**config.mk**
```make
export PLATFORM = sky130hd
export DESIGN_NAME = ccu_ax_scheduler
export DESIGN_NICKNAME = d
export VERILOG_FILES = /design/src/rtl/ccu_ax_scheduler.sv
export SDC_FILE = /design/constraint.sdc
export NUM_CORES = 1
export LEC_CHECK = 0
export CAP_MARGIN = 20
export CORE_ASPECT_RATIO = 0.7
export CORE_UTILIZATION = 30
export DETAILED_ROUTE_END_ITERATION = 8
export GPL_TIMING_DRIVEN = 0
export PLACE_DENSITY = 0.77
export SYNTH_ARGS = -nofsm -noshare
export SYNTH_HDL_FRONTEND = slang
export SYNTH_SLANG_ARGS = --single-unit
```
**constraint.sdc**
```tcl
create_clock -name clk_i -period 2.1 [get_ports clk_i]
set_clock_uncertainty 0.2 [all_clocks]
set_input_delay 0.42 -clock clk_i [delete_from_list [all_inputs] [get_ports clk_i]]
set_output_delay 0.42 -clock clk_i [all_outputs]
set_load 0.05 [all_outputs]
```
**src/rtl/ccu_ax_scheduler.sv**
```systemverilog
// ccu_ax_scheduler: round-robin AR/AW address scheduler for the CCU.
// Grants one request at a time and holds the grant until ax_ready_i.
// A grant is refused to any port that already has MaxOutstanding
// transactions in flight. The R/B completion pulses release those slots.
// Optional feature macro: CCU_SCHED_STALL_CNT_EN adds the per-port
// stall cycle counters on stall_cnt_o. When it is undefined, stall_cnt_o is 0.
module ccu_ax_scheduler #(
    parameter int NoPorts        = 2,
    parameter int MaxOutstanding = 4,
    parameter int IdxW           = $clog2(NoPorts),
    parameter int CntW           = $clog2(MaxOutstanding + 1)
) (
    input  logic                    clk_i,
    input  logic                    rst_i,
    input  logic [NoPorts-1:0]      ar_valid_i,
    input  logic [NoPorts-1:0]      aw_valid_i,
    output logic [NoPorts-1:0]      ar_gnt_o,
    output logic [NoPorts-1:0]      aw_gnt_o,
    output logic [IdxW-1:0]         sel_idx_o,
    output logic                    sel_write_o,
    output logic                    gnt_valid_o,
    input  logic                    ax_ready_i,
    input  logic [NoPorts-1:0]      r_done_i,
    input  logic [NoPorts-1:0]      b_done_i,
    output logic [NoPorts-1:0]      full_o,
    output logic                    err_o,
    output logic [NoPorts*32-1:0]   stall_cnt_o
);

    typedef enum logic {
        ST_IDLE  = 1'b0,
        ST_GRANT = 1'b1
    } state_t;

    state_t              r_state;
    state_t              w_state_next;
    logic [IdxW-1:0]     r_sel_idx;
    logic                r_sel_write;
    logic [IdxW-1:0]     r_rr_ptr;
    logic [NoPorts-1:0]  r_last_write;
    logic                r_err;

    logic [NoPorts-1:0]  w_req;
    logic [NoPorts-1:0]  w_elig;
    logic [NoPorts-1:0]  w_under;
    logic                w_any_elig;
    logic [IdxW-1:0]     w_win_idx;
    logic                w_win_write;
    logic                w_handshake;

    assign w_req       = ar_valid_i | aw_valid_i;
    assign w_elig      = w_req & ~full_o;
    assign w_handshake = (r_state == ST_GRANT) && ax_ready_i;

    // Winner is the first eligible port at or after the round-robin pointer.
    always_comb begin
        int cand;
        // NOTE: every combinational output gets a default before any branch, so no latch is inferred.
        w_any_elig = 1'b0;
        w_win_idx  = '0;
        cand       = 0;
        for (int i = 0; i < NoPorts; i++) begin
            cand = int'(r_rr_ptr) + i;
            if (cand >= NoPorts) begin
                cand = cand - NoPorts;
            end
            if (!w_any_elig && w_elig[IdxW'(cand)]) begin
                w_any_elig = 1'b1;
                w_win_idx  = IdxW'(cand);
            end
        end
    end

    // A lone AR or AW wins outright. If both are pending, the winner is the opposite of the port's last granted channel.
    assign w_win_write = aw_valid_i[w_win_idx]
                       & (~ar_valid_i[w_win_idx] | ~r_last_write[w_win_idx]);

    // Next-state logic: a grant is taken whenever anyone is eligible and released on the handshake.
    always_comb begin
        w_state_next = r_state;
        case (r_state)
            ST_IDLE:  if (w_any_elig) w_state_next = ST_GRANT;
            ST_GRANT: if (ax_ready_i) w_state_next = ST_IDLE;
            default:  w_state_next = ST_IDLE;
        endcase
    end

    // Grant outputs decode the registered selection and are held at zero outside GRANT.
    always_comb begin
        ar_gnt_o    = '0;
        aw_gnt_o    = '0;
        sel_idx_o   = '0;
        sel_write_o = 1'b0;
        gnt_valid_o = 1'b0;
        if (r_state == ST_GRANT) begin
            gnt_valid_o = 1'b1;
            sel_idx_o   = r_sel_idx;
            sel_write_o = r_sel_write;
            if (r_sel_write) aw_gnt_o[r_sel_idx] = 1'b1;
            else             ar_gnt_o[r_sel_idx] = 1'b1;
        end
    end

    // State register, latched selection, fairness pointer and per-port channel history.
    always_ff @(posedge clk_i) begin
        if (rst_i) begin
            // NOTE: sequential state uses non-blocking assignments so every register samples pre-edge values.
            r_state      <= ST_IDLE;
            r_sel_idx    <= '0;
            r_sel_write  <= 1'b0;
            r_rr_ptr     <= '0;
            r_last_write <= '0;
        end else begin
            r_state <= w_state_next;
            if (r_state == ST_IDLE && w_any_elig) begin
                r_sel_idx   <= w_win_idx;
                r_sel_write <= w_win_write;
            end
            if (w_handshake) begin
                r_rr_ptr <= (r_sel_idx == IdxW'(NoPorts - 1)) ? '0 : r_sel_idx + 1'b1;
                r_last_write[r_sel_idx] <= r_sel_write;
            end
        end
    end

    for (genvar p = 0; p < NoPorts; p++) begin : g_port
        logic [CntW-1:0] r_cnt;
        logic [CntW:0]   w_up;
        logic [CntW:0]   w_dn;

        assign w_up       = {1'b0, r_cnt} + (CntW + 1)'(w_handshake && (r_sel_idx == IdxW'(p)));
        assign w_dn       = (CntW + 1)'(r_done_i[p]) + (CntW + 1)'(b_done_i[p]);
        assign w_under[p] = w_up < w_dn;
        assign full_o[p]  = (r_cnt == CntW'(MaxOutstanding));

        // Outstanding counter: net change from the handshake and both completions, clamped at zero.
        always_ff @(posedge clk_i) begin
            if (rst_i) begin
                r_cnt <= '0;
            end else if (w_under[p]) begin
                r_cnt <= '0;
            end else begin
                r_cnt <= CntW'(w_up - w_dn);
            end
        end
    end

    // Sticky underflow flag, cleared only by reset.
    always_ff @(posedge clk_i) begin
        if (rst_i) begin
            r_err <= 1'b0;
        end else if (|w_under) begin
            r_err <= 1'b1;
        end
    end

    assign err_o = r_err;

`ifdef CCU_SCHED_STALL_CNT_EN
    for (genvar s = 0; s < NoPorts; s++) begin : g_stall
        logic [31:0] r_stall;

        // Count cycles with a pending request and no grant, saturating at all-ones.
        always_ff @(posedge clk_i) begin
            if (rst_i) begin
                r_stall <= '0;
            end else if (w_req[s] && !(ar_gnt_o[s] || aw_gnt_o[s]) && (r_stall != '1)) begin
                r_stall <= r_stall + 32'd1;
            end
        end

        assign stall_cnt_o[s*32 +: 32] = r_stall;
    end
`else
    assign stall_cnt_o = '0;
`endif

    // A granted requester must keep its valid asserted until the handshake.
    a_valid_held : assert property (@(posedge clk_i) disable iff (rst_i)
        (r_state == ST_GRANT) |-> (r_sel_write ? aw_valid_i[r_sel_idx] : ar_valid_i[r_sel_idx]));

endmodule
```
==> results of run 1 <==
-- registers in the layout, indices dropped and copies added, names as in the netlist --
| name | cells |
|---|---|
| err_o | 1 |
| g_port.r_cnt | 6 |
| r_last_write | 2 |
| r_rr_ptr | 1 |
| r_sel_idx | 1 |
| r_sel_write | 1 |
| r_state | 1 |
-- area by class of cell --
| type | instances | area share (%) |
|---|---|---|
| Clock buffer | 4 | 2.35 |
| Sequential cell | 13 | 14.0 |
| Buffer | 65 | 25.3 |
| Multi-Input combinational cell | 123 | 42.9 |
| Timing Repair Buffer | 27 | 10.8 |
| Inverter | 7 | 1.37 |
| Tap cell | 52 | 3.39 |
-- where the power goes --
part / switching, mW / internal, mW / leakage, nW / total, mW
Clock: 0.0897 / 0.134 / 0.0228 / 0.224
Sequential: 0.0836 / 0.305 / 0.108 / 0.389
Combinational: 0.571 / 0.337 / 0.915 / 0.908
Total: 0.744 / 0.776 / 1.05 / 1.52
-- critical path, stage by stage, from the launching register on --
cell and delay [ns]:
dfxtp_4 0.36, and3_4 0.19, ha_4 0.17, ha_4 0.22, fa_2 0.42, buf_4 0.16
nor2_4 0.13, o31a_1 0.14
-- layer usage --
metal  vias up  share of wire [%]  wire length (microns)
met5         -                  0                      0
met1       394                 40                    914
met2        32                 52                   1200
met3         7                5.8                    135
met4         0                2.6                     61
li1        531                  -                      -
-- metrics by stage --
stage / hold slack, ns / cell area [sq um] / std cells / util, %
detailed placement: 0.272 / 1810 / 280 / 46.1
CTS: 0.282 / 1910 / 288 / 48.7
global placement: 0.271 / 1810 / 280 / 46.1
global route: 0.332 / 1920 / 291 / 48.9
floorplan: 0.254 / 1540 / 208 / -
finish: 0.287 / 1920 / 291 / 48.9
-- final timing paths --
check / start / end / slack [ns] / cells after the start
setup / recovery: r_state / err_o / 0.05 / 7
hold / removal: r_last_write[0] / r_last_write[0] / 0.29 / 2
setup reg to reg: r_state / err_o / 0.05 / 7
hold reg to reg: r_last_write[0] / r_last_write[0] / 0.29 / 2
-- kinds of logic (layout without fill, tap and decap cells) --
kind of cell,after synthesis,in the layout,share of synthesized area (%)
flops,13,13,21.2
fa+ha+maj,10,10,11.4
buf+inv,72,103,41.6
mux,2,2,1.63
simple gates,33,33,15.8
other cells,1,64,0.306
compound gates,10,10,5.10
xor+xnor,4,4,2.86
-- layout by cell type (no fill, tap or decap), drive strengths merged --
cell type / instances
nor3: 6
nor2b: 1
xnor2: 3
dlygate4sd2: 7
inv: 7
fa: 2
and2: 2
clkdlybuf4s50: 6
and3: 2
nand3: 1
ha: 8
a311oi: 1
nor3b: 4
clkbuf: 12
nand2: 5
a21boi: 1
mux2i: 2
and3b: 1
xor2: 1
o21a: 1
nand3b: 1
o21ai: 1
a21oi: 5
dfxtp: 13
buf: 71
conb: 64
nor2: 10
o31a: 1
-- repair_timing --
action,4_1_cts,5_1_grt
endpoints found under the setup margin,16,13
resized for setup,25,13
pin swaps,13,3
buffers inserted,4,3
endpoints found under the hold margin,0,0
==> results.md, run 1 <==
- Outcome: complete, no violations
- Top cells by area, synth: buf_4 39%, dfxtp_1 21%, ha_1 8.2%
- ANT cells: 0
- Hold buffer count at cts: 0
- Final ANT Viol Nets: 0
- Fraction of layout cells with a size suffix above 1: 44.4%
- CTS sink count: 13
- Lkg Pwr: 1.05 nW
- Post-route DRC: 0
- Fmax: 488 MHz
- Total Power: 1.52 mW
- Grt met2 use: 18.7%
- Vias per std cell: 3.31
- Overall die width: 78.4 microns
- Global Route Usage Sum: 11.1%
- H-tree Lvls: 1
- Post-DP HPWL: 1800 microns
- Count of flip-flops with a built-in enable after synthesis: 0
- Count of final setup violators: 0
- Post-Syn Area: 0.00123 sq mm
- CP Data Arrival Time: 2.04 ns
- CTS Buf Count: 3
- Max cap viols: 0
- Synth unique cells: 29
- Initial DRC count: 28
- Final min period: 2.05 ns
- WS Path Type: flip-flop to flip-flop
- Seq cells post-synth: 13
- TNS Setup: 0 ns
- Top-area cell type share of the netlist area: 39.2%
- Die Ht: 55.5 microns
- Tcrit/Tclk final: 97.6%
- Largest net degree at the start of global routing: 11
- PnR worst setup slack: 0.0512 ns
- Avg WL per Cell: 7.94 microns
- Dominant synthesized flop cell: dfxtp_1
- Power per Cell Area: 793 mW/mm^2
- Post-Syn Instances: 145
- Pre-CTS setup slack: -0.600 ns
- Max-slew violation count: 0
- Gpl congestion: 0.774
- Core area: 0.00392 sq mm
- Area of the multi-input gates: 822 sq um
- Dominant cell type by area after synthesis: buf_4
- Worst-path clk slew: 0.05 ns
- Avg Cell Area, Syn: 8.46 sq um
- Worst-case clock buffer depth: 2
- Final hold vios: 0
- Synth top cells by count: 64 x buf_4, 13 x dfxtp_1, 9 x nor2_1
- CTS root buffer: clkbuf_8
- CTS tree: yes
- Seq. cell area: 268 sq um
- IO buf count: 20
- Post-Route WL: 2310 microns
- Filler instances: 388
- Clk_lat worst skew: 0.24 ns
- M3 GR Usage: 3.97%
- Io pins: 85
- Most Crowded Layer GR: met2
- DIE AREA: 0.00435 sq mm
- Hold/Removal Path Class: flip-flop to flip-flop
- Rel. slew slack: 66.6%
- VDD IR max: 0.314 mV
- Worst Setup Start Kind: flip-flop
- Syn. warnings: 0
- Asr flop ratio synth: 0%
- Initial antenna violation count: 0
- Worst setup EP type: flip-flop
- Number of global-route vias before repair: 795
- Seq/Total Area, Yosys: 21.2%
- Total Nets Final: 261
- Critical Path Fanout Max: 6
- Layout area overhead: 56.3%
- RSZ-0062 raised after global routing: yes
- Least-Margin Pin Slew: 0.500 ns
- Worst EP required: 2.09 ns
- Row cnt: 19
- DR vias: 964
- Grt met1 use: 12.0%
- First-pass GRT wire length: 3570 microns
- Most common cell in the synthesized netlist: buf_4
- 1st-pass router iterations: 4
- Remaining global-route overflow: 0
- Initial Utilization: 31.3%
Power figures use the tool's default switching activity.
==> run 2, diff against run 1 <==
--- a/config.mk
+++ b/config.mk
@@ -5,11 +5,13 @@
 export SDC_FILE = /design/constraint.sdc
 export NUM_CORES = 1
 export LEC_CHECK = 0
+export ABC_AREA = 1
 export CAP_MARGIN = 20
 export CORE_ASPECT_RATIO = 0.7
 export CORE_UTILIZATION = 30
 export DETAILED_ROUTE_END_ITERATION = 8
 export GPL_TIMING_DRIVEN = 0
+export MAX_ROUTING_LAYER = met4
 export PLACE_DENSITY = 0.77
 export SYNTH_ARGS = -nofsm -noshare
 export SYNTH_HDL_FRONTEND = slang
==> run 2 against run 1 <==
- non-clock buffer count shrank 6
- clock-buffer cell count unchanged
- final cell count rose by 5.2%
- wire length is 6.4% lower
- largest power group unchanged
- highest routed layer unchanged
==> results.md, run 2 <==
- Final ANT Viol Nets: 0
- Power per Cell Area: 752 mW/mm^2
- Number of global-route vias before repair: 744
- Worst-path clk slew: 0.05 ns
- CP Data Arrival Time: 2.02 ns
- Tcrit/Tclk final: 97.1%
- Initial antenna violation count: 0
- Count of flip-flops with a built-in enable after synthesis: 0
- Post-Syn Instances: 165
- Worst Setup Start Kind: flip-flop
- Post-Place Cells: 300
- Layout area overhead: 52.7%
- Post-Syn Area: 0.00124 sq mm
- Clk_lat worst skew: 0.24 ns
- Gpl congestion: 0.767
- Vias per std cell: 3.23
- DR WL met3: 188 microns
- CTS Buf Count: 3
- Top sig layer: met4
- Avg WL per Cell: 7.07 microns
- Die Ht: 55.7 microns
- Worst setup EP type: flip-flop
- Most frequent cells in the layout: 66 x buf_4, 64 x conb_1, 20 x nand2_1
- Top cells by area, synth: buf_4 39%, dfxtp_1 21%, ha_1 8.1%
- Finished Cell Area: 0.00189 sq mm
- Avg Cell Area, Syn: 7.50 sq um
- TNS Setup: 0 ns
- DIE AREA: 0.00439 sq mm
- 1st-pass router iterations: 4
- Post-DP HPWL: 1800 microns
- CTS root buffer: clkbuf_8
- Biggest regs: g_port.r_cnt (6), r_last_write (2)
- Utilization after layout: 47.9%
- Hold/Removal Path Class: flip-flop to flip-flop
- Max-slew violation count: 0
- Worst-case clock buffer depth: 2
- IO buf count: 20
- Remaining global-route overflow: 0
- Asr flop ratio synth: 0%
- Seq cells post-synth: 13
- Post-route DRC: 0
- Critical Path Max Stage Delay: 0.42 ns
- Worst EP required: 2.08 ns
- DR vias: 987
- Critical-path cell list: buf_4 -> nor2_4 -> ha_2 -> ha_1 -> inv_1 -> fa_2 -> or2_0 -> a21oi_2
- Overall die width: 78.8 microns
- Post-Place Cell Area: 0.00176 sq mm
- Largest register FFs: 6
- Least-Margin Pin Slew: 0.503 ns
- Critical Path Fanout Max: 5
- Count of final setup violators: 0
- Dominant cell type by area after synthesis: buf_4
- Synth unique cells: 20
- Syn. warnings: 0
- Total Nets Final: 276
- Initial Utilization: 31.4%
- Met2 wire len: 1060 microns
- Io pins: 85
- Max cap viols: 0
- ANT cells: 0
- First-pass GRT wire length: 3090 microns
- Pre-CTS setup slack: -0.596 ns
- Final min period: 2.04 ns
- Lkg Pwr: 1.13 nW
- CTS tree: yes
- VDD IR max: 0.376 mV
- Dominant synthesized flop cell: dfxtp_1
- PnR worst setup slack: 0.0604 ns
- Fmax: 490 MHz
- Top reg by flops: g_port.r_cnt
- Post-Route WL: 2160 microns
- Seq/Total Area, Yosys: 21.0%
- Finished Layout Cells: 306
- CTS sink count: 13
- RSZ-0062 raised after global routing: yes
- Outcome: complete, no violations
- Total Power: 1.42 mW
- Fraction of layout cells with a size suffix above 1: 38.6%
- Commonest non-fill, non-tap cell in the layout: buf_4
- Synth top cells by count: 64 x buf_4, 23 x nand2_1, 19 x inv_1
- Most common cell in the synthesized netlist: buf_4
- Core area: 0.00395 sq mm
- Largest net degree at the start of global routing: 8
- Hold WS: 0.263 ns
- WL met1: 910 microns
- WS Path Type: flip-flop to flip-flop
- Initial DRC count: 21
- Hold buffer count at cts: 0
- Final hold vios: 0
- Slowest cell on crit path: fa_2
- H-tree Lvls: 1
- Top-area cell type share of the netlist area: 38.8%
- Global Route Usage Sum: 9.23%
- Row cnt: 19
- Rel. slew slack: 66.4%
[run 2: cell count changes after synthesis, moves of 2 or more]
cell,change
and2_1,-2
and3_1,-2
inv_1,+12
mux2i_1,-2
nand2_1,+18
nand3_1,+6
nor2_4,+2
nor3_1,-4
nor3b_1,-2
or2_0,+2
[run 2: report_power, final]
group / internal (mW) / switching [mW]
Combinational: 0.271 / 0.574
Clock: 0.134 / 0.0848
Sequential: 0.304 / 0.0529
Total: 0.709 / 0.712
[run 2: cells by family (layout without fill, tap and decap cells)]
family	count (synthesis)	after routing	synth area share, %
buffers and inverters	84	110	44.9
AOI/OAI and AO/OA	9	9	4.15
other	1	64	0.303
adders and majority gates	10	10	11.3
DFF	13	13	21.0
xor gates and xnor gates	2	2	1.42
and+or+nand+nor	46	46	16.9
[run 2: area by class of cell]
class                      instances  area (sq um)
timing repair buffer              22           206
fill                             404          2060
inverter                          20          75.1
buffer                            64           480
multi-input combinational        131           749
tap                               52          65.1
sequential                        13           268
clock buffer                       4          45.0
[run 2: timing repair]
action                                  CTS  global route
endpoints found under the setup margin   15             7
setup buffers                             0             2
cloned                                    0             0
pin swaps                                 4            10
gates resized for setup                  18            21
[run 2: routing by layer]
| metal | vias to the layer above | GRT usage (%) |
|---|---|---|
| li1 | 551 | - |
| met1 | 398 | 10.8 |
| met2 | 36 | 14.9 |
| met3 | 2 | 3.93 |
| met4 | 0 | 1.59 |
| met5 | - | - |
[run 2: critical path, delay by kind of cell, from the launching register on]
kind | cells | cell delay [ns]
AND/OR/NAND/NOR | 2 | 0.27
AO/OA/AOI/OAI | 1 | 0.11
flip-flops | 1 | 0.37
buffers and inverters | 2 | 0.18
adder cells (fa/ha/maj) | 3 | 0.86
[run 2: final timing paths]
path	from	end	slack, ns	cells past startpoint
worst min register to register	r_last_write[1]	r_last_write[1]	0.26	1
worst max register to register	r_sel_idx	g_port[0].r_cnt[2]	0.06	8
worst min-delay path	r_last_write[1]	r_last_write[1]	0.26	1
worst max-delay path	r_sel_idx	g_port[0].r_cnt[2]	0.06	8
==> run 3, diff against run 2 <==
--- a/config.mk
+++ b/config.mk
@@ -16,3 +16,4 @@
 export SYNTH_ARGS = -nofsm -noshare
 export SYNTH_HDL_FRONTEND = slang
 export SYNTH_SLANG_ARGS = --single-unit
+export TNS_END_PERCENT = 1
==> run 3 against run 2 <==
- first-iteration DRC count is 43% higher
- combinational power is 5.7% lower
- via count increased by 2.5%
- final cell count shrank 0.33%
- flip-flop and latch count unchanged
- wire length fell by 3.3%
- non-clock buffer count fell by 1
- clock-buffer cell count is the same
- design area down 3.2%
- clock power up 2%
- die area did not move
- setup slack got worse by 0.039 ns
- largest cell class unchanged
- largest power group unchanged
- highest routed layer unchanged
==> results.md, run 3 (synthesis results as in run 2) <==
- Vias per std cell: 3.32
- 1st-pass router iterations: 4
- Most frequent cells in the layout: 65 x buf_4, 64 x conb_1, 20 x nand2_1
- Bufs and invs on worst path: 1
- H-tree Lvls: 1
- Avg WL per Cell: 6.86 microns
- R2r setup slk: 0.09 ns
- Commonest non-fill, non-tap cell in the layout: buf_4
- Remaining global-route overflow: 0
- Seq. cell area: 268 sq um
- Final hold vios: 0
- Tcrit/Tclk final: 99.0%
- Die Ht: 55.7 microns
- Top delay family on crit path: adder cells
- ANT cells: 0
- Post-Place Cell Area: 0.00175 sq mm
- Final min period: 2.08 ns
- Worst EP required: 2.08 ns
- Layout area overhead: 47.7%
- IO buf count: 20
- Critical Path Fanout Max: 3
- TNS Setup: 0 ns
- Rel. slew slack: 66.5%
- Gpl congestion: 0.791
- Core area: 0.00395 sq mm
- Utilization after layout: 46.3%
- Hold/Removal Path Class: flip-flop to flip-flop
- Global Route Usage Sum: 10.3%
- Fmax: 481 MHz
- Row cnt: 19
- Largest net degree at the start of global routing: 8
- DIE AREA: 0.00439 sq mm
- Hold buffer count at cts: 0
- CTS sink count: 13
- Count of final setup violators: 0
- Post-route DRC: 0
- RSZ-0062 raised after global routing: yes
- Max-slew violation count: 0
- Max cap viols: 0
- Least-Margin Pin Slew: 0.501 ns
- Initial antenna violation count: 0
- Fraction of layout cells with a size suffix above 1: 35.2%
- Crit path from: r_done_i[0]
- R2R cell count: 8
- Overall die width: 78.8 microns
- Io pins: 85
- R2R Path End: g_port[0].r_cnt[2]
- R2R Path Start: r_state
- Top reg by flops: g_port.r_cnt
- Final ANT Viol Nets: 0
- Largest register FFs: 6
- Biggest regs: g_port.r_cnt (6), r_last_write (2)
- Filler instances: 406
- Area of the multi-input gates: 706 sq um
- Slowest cell on crit path: fa_2
- Initial Utilization: 31.4%
- Finished Cell Area: 0.00183 sq mm
- Worst Setup Start Kind: input pin
- Critical-path cell list: clkdlybuf4s50_1 -> ha_1 -> ha_2 -> fa_2 -> or2_0 -> a21oi_2
- CTS tree: yes
- Post-DP HPWL: 1820 microns
- Worst-case clock buffer depth: 2
- CTS Buf Count: 3
- Number of global-route vias before repair: 807
- DR vias: 1012
- Lkg Pwr: 1.09 nW
- Critical Path Max Stage Delay: 0.42 ns
- WS Path Type: input pin to flip-flop
- Initial DRC count: 30
- VDD IR max: 0.320 mV
- Worst setup path end: g_port[0].r_cnt[2]
- First-pass GRT wire length: 3420 microns
- Worst-path clk slew: 0.06 ns
- Outcome: complete, no violations
- CP Depth: 6
- CTS root buffer: clkbuf_8
- Total Nets Final: 275
- Post-Route WL: 2090 microns
- Clk_lat worst skew: 0.24 ns
- CP Data Arrival Time: 2.06 ns
- Worst setup EP type: flip-flop
- Power per Cell Area: 755 mW/mm^2
run 3: cell type report:
class,count,area share (%)
well taps,52,3.56
repair buffers,21,10.2
inverters,20,4.24
clock buffers,4,2.46
flip-flops and latches,13,14.6
plain buffers,64,26.3
multi-input cells,131,38.6
run 3: stage by stage:
step                      hold slack (ns)  power, mW  worst slack, ns  instances
final                               0.262       1.38           0.0213        305
after global routing                0.283       1.48          -0.0185        305
after CTS                           0.271       1.37         -0.00176        305
after detailed placement            0.263       1.14           -0.631        300
after global placement              0.254       1.12           -0.590        300
after floorplan                     0.233       1.00           -0.157        228
run 3: timing repair:
item	in CTS	in global routing
endpoints found under the setup margin	15	10
pin swaps	3	6
resized for setup	18	14
cloned	0	0
setup buffers	1	0
run 3: worst min path at each step:
stage / start / to / slack, ns / cells past startpoint
4_1_cts: r_last_write[0] / r_last_write[0] / 0.27 / 2
3_5_place_dp: r_last_write[0] / r_last_write[0] / 0.26 / 2
6_report: r_last_write[0] / r_last_write[0] / 0.26 / 2
5_1_grt: r_last_write[0] / r_last_write[0] / 0.28 / 2
2_1_floorplan: r_last_write[0] / r_last_write[0] / 0.23 / 2
3_3_place_gp: r_last_write[0] / r_last_write[0] / 0.25 / 2
run 3: report_power, final:
group          switching, mW  internal (mW)  total [mW]  leakage, nW
clock                 0.0895          0.134       0.224       0.0228
sequential            0.0562          0.304       0.360        0.108
combinational          0.548          0.248       0.797        0.961
run 3: tightest hold or removal path: stages (launching register included):
cell and delay, ns:
dfxtp_1 0.31, nand2_1 0.06, a21oi_1 0.05
run 3: routing by layer:
metal	vias to the layer above	track usage, %	part of all wire (%)
met5	-	-	0
met1	420	11.7	40
met4	0	2.38	0.72
li1	553	-	-
met3	5	4.59	8.7
met2	34	16.6	50
